[src/rtl/sipo_load_controller_pkg.sv]
// Shared types and defaults for the serial-to-parallel load controller.
package sipo_ctrl_pkg;

   typedef enum logic [1:0] {
      IDLE,
      SETUP,
      HIGH,
      LATCH
   } state_t;

   localparam int WIDTH_DEF  = 8;
   localparam int CLKDIV_DEF = 2;

endpackage

[src/rtl/sipo_load_controller_tick_gen.sv]
// Phase divider: counts system-clock cycles within one sclk phase and
// flags the last cycle of the phase so the FSM knows when to move on.
module sipo_tick_gen #(
   parameter int CLKDIV = 2
) (
   input  logic clk,
   input  logic reset,
   input  logic clear,
   output logic tick
);

   localparam int            CW   = $clog2(CLKDIV + 1);
   localparam logic [CW-1:0] LAST = CW'(CLKDIV - 1);

   logic [CW-1:0] count;

   // The tick is suppressed while cleared so an idle controller never sees a phase end.
   assign tick = !clear && (count == LAST);

   // Count up through one phase, restarting on every phase boundary or while held clear.
   always_ff @(posedge clk or posedge reset) begin
      if (reset) begin
         count <= '0;
      end else if (clear || tick) begin
         count <= '0;
      end else begin
         count <= count + 1'b1;
      end
   end

endmodule

[src/rtl/sipo_load_controller.sv]
// Serialises parallel words into an external shift/latch register:
// one data bit and one sclk pulse per bit, then a single slatch pulse.
// Every output is registered from the state of the previous cycle, so the
// pins trail the internal state by exactly one system clock.
module sipo_load_controller
   import sipo_ctrl_pkg::*;
#(
   parameter int WIDTH     = WIDTH_DEF,
   parameter int CLKDIV    = CLKDIV_DEF,
   parameter bit MSB_FIRST = 1'b0
) (
   input  logic             clk,
   input  logic             reset,
   input  logic [WIDTH-1:0] in_data,
   input  logic             in_valid,
   output logic             in_ready,
   output logic             sdata,
   output logic             sclk,
   output logic             slatch,
   output logic             busy,
   output logic             done
);

   localparam int            BW       = $clog2(WIDTH + 1);
   localparam logic [BW-1:0] LAST_BIT = BW'(WIDTH - 1);

   state_t           state;
   logic [WIDTH-1:0] shift_buf;
   logic [BW-1:0]    bit_cnt;
   logic             tick;
   logic             accept;
   logic             cur_bit;
   logic             was_latch;

   // in_ready is only ever high while the FSM sits in IDLE, so it alone qualifies an accept.
   assign accept  = in_valid && in_ready;
   assign cur_bit = MSB_FIRST ? shift_buf[WIDTH-1] : shift_buf[0];

   sipo_tick_gen #(
      .CLKDIV (CLKDIV)
   ) u_tick_gen (
      .clk   (clk),
      .reset (reset),
      .clear (state == IDLE),
      .tick  (tick)
   );

   // Sequencer: walks SETUP/HIGH once per bit, then LATCH, and registers all pin values.
   always_ff @(posedge clk or posedge reset) begin
      if (reset) begin
         state     <= IDLE;
         shift_buf <= '0;
         bit_cnt   <= '0;
         was_latch <= 1'b0;
         sdata     <= 1'b0;
         sclk      <= 1'b0;
         slatch    <= 1'b0;
         busy      <= 1'b0;
         done      <= 1'b0;
         in_ready  <= 1'b0;
      end else begin
         sclk      <= (state == HIGH);
         slatch    <= (state == LATCH);
         busy      <= (state != IDLE);
         was_latch <= (state == LATCH);
         done      <= (state == IDLE) && was_latch;
         in_ready  <= (state == IDLE) && !accept;
         if (state == SETUP) begin
            sdata <= cur_bit;
         end

         case (state)
            IDLE: begin
               if (accept) begin
                  shift_buf <= in_data;
                  bit_cnt   <= '0;
                  state     <= SETUP;
               end
            end
            SETUP: begin
               if (tick) begin
                  state <= HIGH;
               end
            end
            HIGH: begin
               if (tick) begin
                  if (bit_cnt == LAST_BIT) begin
                     state <= LATCH;
                  end else begin
                     bit_cnt   <= bit_cnt + 1'b1;
                     shift_buf <= MSB_FIRST ? (shift_buf << 1) : (shift_buf >> 1);
                     state     <= SETUP;
                  end
               end
            end
            LATCH: begin
               if (tick) begin
                  bit_cnt <= '0;
                  state   <= IDLE;
               end
            end
            default: begin
               state <= IDLE;
            end
         endcase
      end
   end

endmodule

[config.mk]
export PLATFORM = sky130hd
export DESIGN_NAME = sipo_load_controller
export DESIGN_NICKNAME = d
export VERILOG_FILES = /design/src/rtl/sipo_load_controller_pkg.sv /design/src/rtl/sipo_load_controller_tick_gen.sv /design/src/rtl/sipo_load_controller.sv
export SDC_FILE = /design/constraint.sdc
export NUM_CORES = 1
export LEC_CHECK = 0
export CAP_MARGIN = 0
export CELL_PAD_IN_SITES_DETAIL_PLACEMENT = 1
export CELL_PAD_IN_SITES_GLOBAL_PLACEMENT = 2
export CORE_MARGIN = 1.5
export CORE_UTILIZATION = 39
export CTS_BUF_LIST = sky130_fd_sc_hd__clkbuf_8
export CTS_CLUSTER_SIZE = 28
export DETAILED_ROUTE_END_ITERATION = 6
export GPL_ROUTABILITY_DRIVEN = 0
export PLACE_DENSITY = 0.84
export SYNTH_ARGS = -nofsm -noshare
export SYNTH_HDL_FRONTEND = slang
export SYNTH_SLANG_ARGS = --single-unit
[constraint.sdc]
create_clock -name clk -period 2.6 [get_ports clk]
set_input_delay 0.39 -clock clk [delete_from_list [all_inputs] [get_ports clk]]
set_output_delay 0.39 -clock clk [all_outputs]
set_load 0.03 [all_outputs]
==> results.ini, run 1 <==
[sta]
worst_hold_slack_ns = 0.478
setup_tns_ns = 0
finalCritPeriodShare_pct = 75.2
tightest_slew_ns = 0.863
worst_slack_ns = 0.645
rsz0062_at_grt = no
fmax_mhz = 512
fin_crit_ns = 1.95
hold_viol = 0
skew_ns = 0.00283
relSlewSlack_pct = 42.4
slew_violations = 0
setup_viol = 0

[floorplan]
die_height_um = 55.0
boundaryPins = 17
start_util_pct = 41.8
num_rows = 18
dieArea_um2 = 3030
die-width_um = 55.0
core_area_um2 = 2520

[worst_hold_path]
min-delay-path-class = flop to flop
min_from = u_tick_gen.count[0]$_DFF_PP0_

[final_layout]
layout_commonest_cell = dfrtp_1
fillCellCount = 274
antenna_cells = 0
layout_common_cells = dfrtp_1 (22), clkdlybuf4s50_1 (16), mux2_2 (14)
fin_nets = 114
drive_gt1_share_pct = 22.0
final_area_um2 = 1280
synthToLayoutAreaGrowth_pct = 21.0

[placement]
port_buffers = 16
dpl_cell_area_um2 = 1220
dpl.hpwl_um = 1460
dpl_worst_slack_ns = 0.510

[global_routing]
grt_max_degree = 23
grt_pass1_wl_um = 3480
grt_pass1_vias = 773
antenna_found_initial = 0
grt_overflow = 0
gr-usage-all-layers_pct = 16.7

[setup_path]
arrival_ns = 2.10
cp.required_ns = 2.75
crit-reg2reg-launch = u_tick_gen.count[1]$_DFF_PP0_
start_kind = flop
cp_slowest_cell = a221oi_4
end_kind = flop
cp-startpoint = u_tick_gen.count[1]$_DFF_PP0_
path_max_fanout = 8
critPathMaxStageDelay_ns = 0.53
crit_type = flop to flop
cp_cell_sequence = inv_1 -> ha_1 -> nand2_2 -> a221oi_4 -> mux2_2

[logic_synthesis]
synth_fa_ha_area_share_pct = 2.37
muxShareOfSynthArea_pct = 17.9
synth-xor-area-share_pct = 0
syn-cell-area_um2 = 1050
synth-simple-area-share_pct = 13.0
synth_warnings = 0
yosysTopAreaCell = dfrtp_1
ys_seq_area_share_pct = 52.2
synth_top_area_share_pct = 52.2
synth.ff_latch_count = 22
synthTopCellsByArea = dfrtp_1 (52%), mux2_2 (15%), a221oi_4 (2.5%)
synth_compound_area_share_pct = 8.66
syn_area_per_cell_um2 = 12.6
syn_nets = 97
synthCells = 84
synth_top_family_by_area = multiplexers
synthDistinctLibCells = 28

[clocking]
numCtsBuffers = 3
ctsLongestPathBuffers = 2
htreeDepth = 1
cts_root_buf = clkbuf_8
post_cts_buffers = 0
cts_num_sinks = 22
clk-insertion-delay-late_ns = 0.26
clk_pin_slew_worst_paths_ns = 0.08
hold_buffers = 0
postCtsResizedCells = 0
cts_tree = done

[status]
status = complete, no violations

[drt]
wire_per_inst_um = 15.6
drt_iter0_markers = 7
routed_via_density = 5.28
num_vias = 686
drtAntennaViolNets = 0
drc_errors = 0
firstDrtPassIters = 4
routed_wl_um = 2030

[run]
drv_cap = 0

[power_and_ir_drop]
power.leakage_nw = 0.564
peakVddDrop_mv = 0.573
p_per_area_nw_per_um2 = 1070

registers in the layout, indices dropped and copies added (netlist names):
register / count
shift_buf: 8
bit_cnt: 4
state: 2
u_tick_gen.count: 2
busy: 1
done: 1
in_ready: 1
sclk: 1
sdata: 1
was_latch: 1
worst max-delay path: cells and delay by family (launching register included):
| kind | cells | cell delay (ns) |
|---|---|---|
| AOI/OAI and AO/OA | 1 | 0.53 |
| muxes | 1 | 0.39 |
| DFF | 1 | 0.36 |
| adders and majority gates | 1 | 0.33 |
| and+or+nand+nor | 1 | 0.17 |
| buffers and inverters | 1 | 0.05 |
metal layers:
metal / up-vias / track usage, % / share of wire [%] / wire [um]
li1: 323 / - / - / -
met1: 344 / 19.7 / 46 / 937
met2: 14 / 28.6 / 49 / 990
met3: 5 / 2.69 / 3.1 / 64
met4: 0 / 9.35 / 2.1 / 42
met5: - / 0 / 0 / 0
cells in the mapped netlist:
library cell / count
a21oi_1: 2
a221oi_4: 1
a22o_1: 1
a22oi_1: 3
and2_1: 3
and3b_1: 2
buf_4: 2
buf_6: 1
clkbuf_2: 1
dfrtp_1: 22
ha_1: 2
inv_1: 7
inv_2: 1
mux2_1: 1
mux2_2: 14
mux2i_1: 2
nand2_1: 1
nand2_2: 1
nand2b_1: 2
nand3_1: 4
nand3b_1: 1
nand3b_4: 1
nand4bb_1: 1
nor2_1: 1
nor2b_1: 1
nor3_1: 2
o21ai_0: 1
o22ai_1: 3
where the power goes:
part           internal, mW  switching, mW
logic                 0.278          0.262
registers             0.474          0.107
clock network         0.135          0.112
layout make-up:
class	instances	area (um2)	area share, %
multi-input cells	50	443	34.7
inverters	8	30.0	2.35
flip-flops and latches	22	551	43.1
clock buffers	4	55.1	4.31
well taps	30	37.5	2.94
repair buffers	16	160	12.5
path summary, 6_finish.rpt:
kind / depth (start not counted) / slack, ns / end
worst max-delay path: 5 / 0.65 / shift_buf[3]$_DFFE_PP0P_
max in group asynchronous: 2 / 1.47 / bit_cnt[1]$_DFFE_PP0P_
min in group asynchronous: 2 / 0.60 / sdata$_DFFE_PP0N_
worst min register to register: 1 / 0.48 / u_tick_gen.count[0]$_DFF_PP0_
worst max register to register: 5 / 0.65 / shift_buf[3]$_DFFE_PP0P_
worst min-delay path: 1 / 0.48 / u_tick_gen.count[0]$_DFF_PP0_
cell families after synthesis:
group                      Yosys count
AOI/OAI and AO/OA                   11
adders and majority gates            2
buffers and inverters               12
DFF                                 22
muxes                               17
and+or+nand+nor                     20
per-stage QoR:
step,utilization [%],total power [mW],instances
final,50.6,1.37,130
after global routing,50.6,1.46,130
after CTS,50.6,1.38,130
after detailed placement,48.4,1.13,126
after global placement,48.4,1.10,126
after floorplan,-,0.991,84
(Power assumes the default switching activity.)
==> run 2: changes to the inputs <==
--- a/config.mk
+++ b/config.mk
@@ -9,12 +9,12 @@
 export CELL_PAD_IN_SITES_DETAIL_PLACEMENT = 1
 export CELL_PAD_IN_SITES_GLOBAL_PLACEMENT = 2
 export CORE_MARGIN = 1.5
-export CORE_UTILIZATION = 39
+export CORE_UTILIZATION = 33
 export CTS_BUF_LIST = sky130_fd_sc_hd__clkbuf_8
 export CTS_CLUSTER_SIZE = 28
 export DETAILED_ROUTE_END_ITERATION = 6
 export GPL_ROUTABILITY_DRIVEN = 0
-export PLACE_DENSITY = 0.84
+export PLACE_DENSITY = 0.76
 export SYNTH_ARGS = -nofsm -noshare
 export SYNTH_HDL_FRONTEND = slang
 export SYNTH_SLANG_ARGS = --single-unit
==> constraint.sdc (replaced) <==
create_clock -name clk -period 1.7 [get_ports clk]
set_input_delay 0.255 -clock clk [delete_from_list [all_inputs] [get_ports clk]]
set_output_delay 0.255 -clock clk [all_outputs]
set_load 0.03 [all_outputs]
==> run 2 against run 1 <==
Against the previous run: setup slack lost 0.63 ns; critical endpoint is now shift_buf[4]$_DFFE_PP0P_; critical path type unchanged; via count grew 4.5%; first-iteration DRC count shrank 29%; largest cell class unchanged; highest routed layer unchanged.
==> results.ini, run 2 (synthesis gave the netlist of run 1 again) <==
[setup_path]
r2r-end = shift_buf[4]$_DFFE_PP0P_
cp_cell_sequence = ha_2 -> and3b_2 -> a221oi_4 -> buf_12 -> mux2_2
path_buf_inv = 1
endpoint = shift_buf[4]$_DFFE_PP0P_
crit_family = flip-flops
cp.required_ns = 1.85
r2r_slack_ns = 0.02
crit_type = flop to flop
crit-reg2reg-launch = bit_cnt[0]$_DFFE_PP0P_
arrival_ns = 1.83
path_max_fanout = 8
cp_slowest_cell = dfrtp_1
critPathMaxStageDelay_ns = 0.39
cp-startpoint = bit_cnt[0]$_DFFE_PP0P_
critical_path_depth = 5
reg2regPathDepth = 5
end_kind = flop
start_kind = flop

[worst_hold_path]
min-delay-path-class = input port to async pin

[sta]
fin_crit_ns = 1.68
fmax_mhz = 595
slew_violations = 0
relSlewSlack_pct = 75.8
setup_viol = 0
tightest_slew_ns = 0.363
hold_viol = 0
skew_ns = 0.00389
finalCritPeriodShare_pct = 98.8
rsz0062_at_grt = yes

[final_layout]
drive_gt1_share_pct = 31.5
fin_util_pct = 45.6
top_regs = shift_buf (8), bit_cnt (4)
final_area_um2 = 1390
antenna_cells = 0
fin_nets = 126
synthToLayoutAreaGrowth_pct = 32.0
layout_common_cells = dfrtp_1 (22), clkdlybuf4s50_1 (15), mux2_2 (13)
layout_commonest_cell = dfrtp_1
top_register = shift_buf
largest_register_ffs = 8

[drt]
routed_via_density = 4.63
drt_iter0_markers = 5
wire_per_inst_um = 12.9
firstDrtPassIters = 2
wl_met3_um = 58
drtAntennaViolNets = 0
num_vias = 717
top_layer_used = met4
drc_errors = 0
drt-met1-wl_um = 902
wl_met2_um = 1010
routed_wl_um = 1990

[global_routing]
gr-usage-all-layers_pct = 13.4
antenna_found_initial = 0
grt_pass1_vias = 760
grt_overflow = 0
grt_pass1_wl_um = 3550
grt_max_degree = 23

[clocking]
htreeDepth = 1
cts_num_sinks = 22
numCtsBuffers = 3
hold_buffers = 0
cts_tree = done
cts_root_buf = clkbuf_8
clk_pin_slew_worst_paths_ns = 0.08
clk-insertion-delay-late_ns = 0.26
ctsLongestPathBuffers = 2

[power_and_ir_drop]
peakVddDrop_mv = 0.677
p_per_area_nw_per_um2 = 1550
total_power_mw = 2.15
power.leakage_nw = 0.633

[placement]
dpl.hpwl_um = 1520
dpl_cell_area_um2 = 1330
port_buffers = 16

[run]
drv_cap = 0

[status]
status = complete, no violations

[floorplan]
die_height_um = 59.5
start_util_pct = 34.5
dieArea_um2 = 3540
die-width_um = 59.5
core_area_um2 = 3050
num_rows = 20
boundaryPins = 17

## run 2: layer usage
layer	vias to the layer above	track usage [%]
li1	351	-
met1	354	17.5
met5	-	0
met3	2	3.28
met2	10	21.7
met4	0	4.76
## run 2: tightest hold or removal path, stage by stage
cell,delay (ns)
clkdlybuf4s50_1,0.40
inv_1,0.05
buf_4,0.28
## run 2: layout make-up
| type | count | area, um2 |
|---|---|---|
| timing repair buffer | 28 | 265 |
| tap | 44 | 55.1 |
| sequential | 22 | 551 |
| clock buffer | 3 | 41.3 |
| fill | 337 | 1660 |
| inverter | 8 | 30.0 |
| multi-input combinational | 50 | 450 |
## run 2: how the worst min path moves through the flow
stage | endpoint | cells past startpoint
global placement | u_tick_gen.count[0]$_DFF_PP0_ | 1
CTS | in_ready$_DFF_PP0_ | 3
floorplan | bit_cnt[0]$_DFFE_PP0P_ | 1
global route | busy$_DFF_PP0_ | 3
finish | sdata$_DFFE_PP0N_ | 3
detailed placement | u_tick_gen.count[0]$_DFF_PP0_ | 1
## run 2: repair_timing
action | CTS | global route
pin swaps | 2 | 2
endpoints found under the setup margin | 7 | 8
setup buffers | 1 | 0
gates resized for setup | 3 | 1
## run 2: through the flow
stage	worst slack [ns]	hold slack, ns	std cells	setup TNS [ns]
floorplan	-0.00161	0.244	84	-0.00963
global placement	-0.110	0.428	151	-0.759
detailed placement	-0.134	0.460	151	-0.898
CTS	-0.0177	0.341	155	-0.0839
global route	-0.0315	0.366	155	-0.181
finish	0.0200	0.332	155	0
## run 2: where the power goes
group | switching (mW) | internal (mW) | total [mW] | leakage, nW
combinational | 0.463 | 0.534 | 0.997 | 0.332
sequential | 0.115 | 0.725 | 0.840 | 0.280
clock | 0.159 | 0.158 | 0.317 | 0.0216
total | 0.737 | 1.42 | 2.15 | 0.633
==> run 3: changes to the inputs <==
--- a/config.mk
+++ b/config.mk
@@ -5,6 +5,7 @@
 export SDC_FILE = /design/constraint.sdc
 export NUM_CORES = 1
 export LEC_CHECK = 0
+export ABC_CLOCK_PERIOD_IN_PS = 1700
 export CAP_MARGIN = 0
 export CELL_PAD_IN_SITES_DETAIL_PLACEMENT = 1
 export CELL_PAD_IN_SITES_GLOBAL_PLACEMENT = 2
==> results of run 3 <==
Same layout as run 2: the final DEF is identical, and so are final timing and power.
